$ cat config.mk
export PLATFORM = sky130hd
export DESIGN_NAME = alu_cmd_sequencer
export DESIGN_NICKNAME = d
export VERILOG_FILES = /design/src/rtl/alu_pkg.sv /design/src/rtl/alu_cmd_sequencer.sv
export SDC_FILE = /design/constraint.sdc
export NUM_CORES = 1
export LEC_CHECK = 0
export BUFFER_PORTS_ARGS = -buffer_cell sky130_fd_sc_hd__clkbuf_2
export CAP_MARGIN = 30
export CORE_MARGIN = 2
export CORE_UTILIZATION = 49
export DETAILED_ROUTE_END_ITERATION = 16
export PLACE_DENSITY = 0.92
export SLEW_MARGIN = 10
export SYNTH_ARGS = -nofsm -noshare
export SYNTH_HDL_FRONTEND = slang
export SYNTH_SLANG_ARGS = --single-unit
$ cat constraint.sdc
create_clock -name clk -period 3.9 [get_ports clk]
set_input_delay 0.585 -clock clk [delete_from_list [all_inputs] [get_ports clk]]
set_output_delay 0.585 -clock clk [all_outputs]
set_load 0.05 [all_outputs]
$ cat src/rtl/alu_pkg.sv
// Shared definitions for the 4-bit ALU and its command sequencer.
//   OP_*      : ALU opcode encodings (ctrl input of the ALU)
//   state_t   : sequencer FSM states
//   is_arith  : 1 for opcodes whose ALU overflow output is meaningful
package alu_pkg;

   localparam int OP_W_DEF = 3;

   localparam logic [OP_W_DEF-1:0] OP_ADD  = 3'b000;
   localparam logic [OP_W_DEF-1:0] OP_SUB  = 3'b001;
   localparam logic [OP_W_DEF-1:0] OP_AND  = 3'b010;
   localparam logic [OP_W_DEF-1:0] OP_OR   = 3'b011;
   localparam logic [OP_W_DEF-1:0] OP_XOR  = 3'b100;
   localparam logic [OP_W_DEF-1:0] OP_NAND = 3'b101;
   localparam logic [OP_W_DEF-1:0] OP_NOR  = 3'b110;
   localparam logic [OP_W_DEF-1:0] OP_NOT  = 3'b111;

   typedef enum logic [1:0] {
      IDLE    = 2'd0,
      ISSUE   = 2'd1,
      CAPTURE = 2'd2,
      RESP    = 2'd3
   } state_t;

   // The ALU drives garbage on overflow for logic ops; only add/sub count.
   function automatic logic is_arith(input logic [OP_W_DEF-1:0] op);
      return (op == OP_ADD) || (op == OP_SUB);
   endfunction

endpackage

$ cat src/rtl/alu_cmd_sequencer.sv
// Front end for the combinational ALU: accepts one command at a time over a
// valid/ready stream, drives the ALU for a two-cycle enable window, captures
// result/flags, keeps an accumulator plus sticky overflow, and returns one
// response per command over a second valid/ready stream.
//
// Ports:
//   clk, rst_n                  clock, async active-low reset
//   cmd_valid/cmd_ready         command handshake
//   cmd_op, cmd_a, cmd_b        opcode and operands
//   cmd_use_acc                 take operand A from the accumulator
//   acc_clr                     sync clear of accumulator and sticky overflow
//   alu_a, alu_b, alu_ctrl,
//   alu_enable                  registered drive into the ALU
//   alu_result, alu_zero,
//   alu_overflow                ALU outputs, sampled on the capture edge
//   rsp_valid/rsp_ready         response handshake
//   rsp_result, rsp_zero,
//   rsp_overflow                captured response (overflow masked per op)
//   acc_out, ovf_sticky         accumulator and sticky overflow
//   busy                        FSM not in IDLE
module alu_cmd_sequencer
   import alu_pkg::*;
#(
   parameter int                DATA_W    = 4,
   parameter int                OP_W      = 3,
   parameter logic [DATA_W-1:0] ACC_RESET = '0
) (
   input  logic              clk,
   input  logic              rst_n,
   input  logic              cmd_valid,
   output logic              cmd_ready,
   input  logic [OP_W-1:0]   cmd_op,
   input  logic [DATA_W-1:0] cmd_a,
   input  logic [DATA_W-1:0] cmd_b,
   input  logic              cmd_use_acc,
   input  logic              acc_clr,
   output logic [DATA_W-1:0] alu_a,
   output logic [DATA_W-1:0] alu_b,
   output logic [OP_W-1:0]   alu_ctrl,
   output logic              alu_enable,
   input  logic [DATA_W-1:0] alu_result,
   input  logic              alu_zero,
   input  logic              alu_overflow,
   output logic              rsp_valid,
   input  logic              rsp_ready,
   output logic [DATA_W-1:0] rsp_result,
   output logic              rsp_zero,
   output logic              rsp_overflow,
   output logic [DATA_W-1:0] acc_out,
   output logic              ovf_sticky,
   output logic              busy
);

   state_t state;
   logic   ovf_masked;

   // alu_ctrl holds the in-flight opcode, so it qualifies the ALU overflow.
   assign ovf_masked = is_arith(alu_ctrl) & alu_overflow;

   // Both decoded straight from the state flop: one command in flight.
   assign cmd_ready = (state == IDLE);
   assign busy      = (state != IDLE);

   // Command FSM. Operands are registered on the accept edge and held until
   // the next accept; alu_enable spans ISSUE and CAPTURE.
   always_ff @(posedge clk or negedge rst_n) begin
      if (!rst_n) begin
         state        <= IDLE;
         alu_a        <= '0;
         alu_b        <= '0;
         alu_ctrl     <= '0;
         alu_enable   <= 1'b0;
         rsp_valid    <= 1'b0;
         rsp_result   <= '0;
         rsp_zero     <= 1'b0;
         rsp_overflow <= 1'b0;
      end else begin
         case (state)
            IDLE: begin
               if (cmd_valid) begin
                  // acc_out here is the pre-clear value even if acc_clr is high.
                  alu_a      <= cmd_use_acc ? acc_out : cmd_a;
                  alu_b      <= cmd_b;
                  alu_ctrl   <= cmd_op;
                  alu_enable <= 1'b1;
                  state      <= ISSUE;
               end
            end
            ISSUE: begin
               state <= CAPTURE;
            end
            CAPTURE: begin
               alu_enable   <= 1'b0;
               rsp_result   <= alu_result;
               rsp_zero     <= alu_zero;
               rsp_overflow <= ovf_masked;
               rsp_valid    <= 1'b1;
               state        <= RESP;
            end
            RESP: begin
               if (rsp_ready) begin
                  rsp_valid <= 1'b0;
                  state     <= IDLE;
               end
            end
            default: begin
               state      <= IDLE;
               alu_enable <= 1'b0;
               rsp_valid  <= 1'b0;
            end
         endcase
      end
   end

   // Accumulator and sticky overflow. On the capture edge the clear is
   // applied before the OR, so a coincident acc_clr leaves only the new flag.
   always_ff @(posedge clk or negedge rst_n) begin
      if (!rst_n) begin
         acc_out    <= ACC_RESET;
         ovf_sticky <= 1'b0;
      end else if (state == CAPTURE) begin
         acc_out    <= alu_result;
         ovf_sticky <= (ovf_sticky & ~acc_clr) | ovf_masked;
      end else if (acc_clr) begin
         acc_out    <= ACC_RESET;
         ovf_sticky <= 1'b0;
      end
   end

endmodule

==> metrics, run 1 <==
starting density of the core=0.507; Max Cap Viol=0; Crit Path Max Fanout=5; clock latency on the worst-skew pair=0.31 ns; Vias=just over 800; die span in y=51.4 um; die span in x=51.4 um; Post-Syn Area per Cell=13.1 um2; CP Class=flip-flop to output pin; first-pass GRT wire length=~3.4 mm; post-CTS resize count=0; yosys warns=0; clk buf depth=2; Final setup viols=0; CTS tree=done; cts-stage hold buffer count=0; clock skew=0.00426 ns; register-to-register setup slack=2.34 ns; WL final=approximately 2.0 mm; Slew Limit Fails=0; status=finished clean; antenna diode count=0; pin count of the biggest net entering global routing=27; Iter 0 DRT Violations=8; post-route DRC violation count=0; fin crit share=0.524; vias in the first global route=approximately 820; Critical Path End Type=output pin; DRT Pass-1 Iters=4; drt via density=5.09; most frequent cell after synthesis=dfrtp_1; CP Launch Type=flip-flop; #FFs+latches synth=26; Worst Hold Class=input port to asynchronous set/reset pin; Top FF cell, synth=dfrtp_1; GRT Util Overall=0.172; I/O pins=a little under 50; Clock transition at path regs=roughly 0.13 ns; fin nets=between 150 and 200; sequential-to-total area share from yosys stat=0.592; DR WL/cell=12.7 um; fmax=489 MHz; die area=2640 um2; # Post-CTS Setup Buffers=0; slew margin rel.=0.585; Detail Placement HPWL=about 1.6 mm; layout cell share with drive strength beyond 1=0.508; Area Growth Syn to Fin=26.1%; post-synthesis cell area=1100 um2; top cells by count, synth=dfrtp_1, mux2_2, o21ai_0; minimum clock period=2.05 ns; CTS Buf Count=3; Hold Violations, Final=0; synth top area cells=dfrtp_1, mux2_2, ha_1; Synth top area share=0.592; Clock Sinks=26; Port Buf Inserts=48; Critical Path RT=3.31 ns; area of the core=2170 um2; number of enable flip-flop cells after synthesis=0; RePlAce Congestion=about 0.77; critical path arrival=1.46 ns; post-synthesis cell type count=19; setup TNS=0 ns; Std-Cell Rows=17; clock root buffer=clkbuf_4; initial antenna violation count=0; Final ANT Viol Nets=0; Worst Max-Slew Pin Slew=around 0.62 ns; # H-tree levels=1; RSZ-0062 raised after global routing=false; Post-synth ARST share=1.00; cell taking the most area after synthesis=dfrtp_1; synthesized net count=111; GRT overflow=0; Syn Inst Count=84
==> sequential cells by signal (all words and copies together) (netlist names), 2 cells and up <==
name / count
alu_b: 4
rsp_result: 4
state: 2
acc_out: 4
alu_a: 4
alu_ctrl: 3
==> worst max-delay path, stage by stage (launching register included) <==
cell	delay (ns)
dfrtp_1	0.40
inv_1	0.13
ha_1	0.29
clkbuf_2	0.32
==> area by class of cell <==
cell class | count | area (um2)
Sequential cell | 26 | 651
Tap cell | 28 | 35.0
Inverter | 6 | 22.5
Clock buffer | 4 | 36.3
Timing Repair Buffer | 48 | 240
Multi-Input combinational cell | 48 | 402
Fill cell | 182 | 783
==> per-stage QoR <==
stage / setup slack (ns) / util / cell area, um2 / std cells / hold WS (ns)
final: 1.85 / 0.639 / 1390 / 160 / 0.257
after global routing: 1.79 / 0.639 / 1390 / 160 / 0.285
after CTS: 1.86 / 0.639 / 1390 / 160 / 0.268
after detailed placement: 2.23 / 0.622 / 1350 / 156 / 0.477
after global placement: 2.31 / 0.622 / 1350 / 156 / 0.463
after floorplan: 1.93 / - / 1100 / 84 / 0.289
==> final timing paths <==
path                                                to                  from  cells past startpoint
worst max-delay path                         cmd_ready  state[0]$_DFFE_PN0P_                      3
worst min-delay path              state[0]$_DFFE_PN0P_                 rst_n                      1
worst max register to register  acc_out[1]$_DFFE_PN0P_  state[0]$_DFFE_PN0P_                      4
worst min register to register    alu_a[2]$_DFFE_PN0P_  alu_a[2]$_DFFE_PN0P_                      2
max in group asynchronous         alu_a[0]$_DFFE_PN0P_                 rst_n                      1
min in group clk                ovf_sticky$_DFFE_PN0P_               acc_clr                      2
==> cells in the final DEF (no fill, tap or decap), drive strengths merged <==
cell,synthesis,layout
clkbuf,1,52
dfrtp,26,26
mux2,13,13
o21ai,7,7
inv,6,6
nand2,6,6
mux2i,5,5
nor2,4,4
a22o,4,4
ha,4,4
a21oi,2,2
nand3,1,1
nor2b,1,1
o2bb2ai,1,1
==> layer usage <==
metal | vias up | global-route usage | part of all wire
met5 | - | 0 | 0
met4 | 0 | 0.0658 | 0.017
met3 | 4 | 0.0351 | 0.065
met2 | 30 | 0.312 | 0.50
met1 | 400 | 0.197 | 0.42
li1 | 380 | - | -
==> logic make-up after synthesis <==
logic type | after synthesis | share of synthesized area
muxes | 18 | 0.189
buffers and inverters | 10 | 0.0432
adders and majority gates | 4 | 0.0455
DFF | 26 | 0.592
and+or+nand+nor | 12 | 0.0466
AOI/OAI and AO/OA | 14 | 0.0842
Power of run 1 is left out: the tool's default activity adds up to more than one toggle a clock period on the data nets, which glitch-free logic cannot reach.
==> inputs of run 2 (changes only) <==
- CORE_UTILIZATION: 49 -> 45
- PLACE_DENSITY: 0.92 -> 0.86
- clock period: 3.9 -> 2.1 ns (I/O delays scaled with it)
==> run 2 against run 1 <==
Compared with the run above: worst hold slack worse by 0.061 ns; routed wire length is 10% higher; cell count increased by 0.63%; via count shrank 2.1%; critical path depth stayed put; clock-buffer cell count shrank 1; register-to-register slack got worse by 1.8 ns; global-route usage grew 0.28 points; non-clock buffer count up 1; utilization shrank 1.2 points; first-iteration DRC count rose by 13%; sequential share of layout area decreased by 0.87 points; highest routed layer unchanged.
==> metrics, run 2 (synthesis results as in run 1) <==
status=finished clean; Crit Path Max Fanout=5; area of the core=between 2000 and 2500 um2; die span in x=53.4 um; WL final=2.25 mm; Port Buf Inserts=48; CTS tree=done; Vias=797; worst setup path startpoint=state[0]$_DFFE_PN0P_; Std-Cell Rows=17; drt via density=4.95; CTS Buf Count=3; Critical Path RT=1.78 ns; Max Cap Viol=0; Worst Max-Slew Pin Slew=approximately 0.62 ns; Final ANT Viol Nets=0; pin count of the biggest net entering global routing=27; Worst Hold Class=input port to flip-flop; FF-to-FF Start=state[0]$_DFFE_PN0P_; GRT Util Overall=0.175; first-pass GRT wire length=3.50 mm; post-route DRC violation count=0; Slew Limit Fails=0; Detail Placement HPWL=1.75 mm; antenna diode count=0; die area=approximately 2900 um2; Iter 0 DRT Violations=9; RePlAce Congestion=0.761; DRT Pass-1 Iters=4; slew margin rel.=0.585; clock root buffer=clkbuf_4; layout cell share with drive strength beyond 1=0.504; I/O pins=49; Hold Violations, Final=0; DR WL/cell=13.9 um; initial antenna violation count=0; most common cell after layout, fill and taps aside=clkbuf_2; setup TNS=0 ns; post-CTS resize count=0; clock skew=0.00362 ns; minimum clock period=1.77 ns; clock latency on the worst-skew pair=0.32 ns; critical path arrival=1.46 ns; CP Launch Type=flip-flop; Clock transition at path regs=0.14 ns; Final setup viols=0; CP Class=flip-flop to output pin; Worst Hold Launch=acc_clr; fin nets=roughly 160; Critical Path End Type=output pin; vias in the first global route=735; die span in y=53.4 um; # H-tree levels=1; Clock Sinks=26; fmax=564 MHz; starting density of the core=0.488; RSZ-0062 raised after global routing=false; fin crit share=0.844; Area Growth Syn to Fin=28.4%; GRT overflow=0; most frequent cells in the layout=clkbuf_2, dfrtp_1, mux2_2; clk buf depth=2
-- run 2: worst max-delay path: stages, from the launching register on --
cell and delay (ns):
dfrtp_1 0.40, inv_1 0.13, ha_1 0.29, clkbuf_2 0.32
-- run 2: area by class of cell --
cell class	count	area, um2
sequential	26	651
clock inverter	1	30.0
tap	28	35.0
inverter	6	22.5
multi-input combinational	48	402
timing repair buffer	49	250
clock buffer	3	22.5
fill	187	842
-- run 2: timing repair --
item / in CTS / in global routing
endpoints found under the setup margin: 0 / 0
hold endpoints to repair: 26 / 0
hold buffers: 1 / 0
setup buffers: 0 / 0
-- run 2: worst paths after layout --
path,endpoint,slack (ns),cells after the start
min reg2reg,alu_a[3]$_DFFE_PN0P_,0.51,2
max reg2reg,acc_out[1]$_DFFE_PN0P_,0.52,4
min,ovf_sticky$_DFFE_PN0P_,0.20,2
min in group asynchronous,rsp_overflow$_DFFE_PN0P_,0.52,2
max in group asynchronous,alu_a[0]$_DFFE_PN0P_,1.18,2
max,cmd_ready,0.33,3
-- run 2: per-layer routing --
| layer | GRT usage | wire (um) | part of all wire |
|---|---|---|---|
| met1 | 0.215 | 955 | 0.43 |
| met3 | 0.0537 | 169 | 0.075 |
| met4 | 0.0385 | 11 | 0.0049 |
| met5 | 0 | 0 | 0 |
| met2 | 0.298 | 1110 | 0.49 |
-- run 2: per-stage QoR --
stage	instances	util	hold WS [ns]	cell area, um2	worst slack [ns]
floorplan	84	-	0.0194	1100	0.315
global placement	156	0.599	0.349	1350	0.643
detailed placement	156	0.599	0.358	1350	0.527
CTS	161	0.627	0.191	1410	0.333
global route	161	0.627	0.199	1410	0.266
finish	161	0.627	0.196	1410	0.328
Power of run 2 is left out for the same reason.
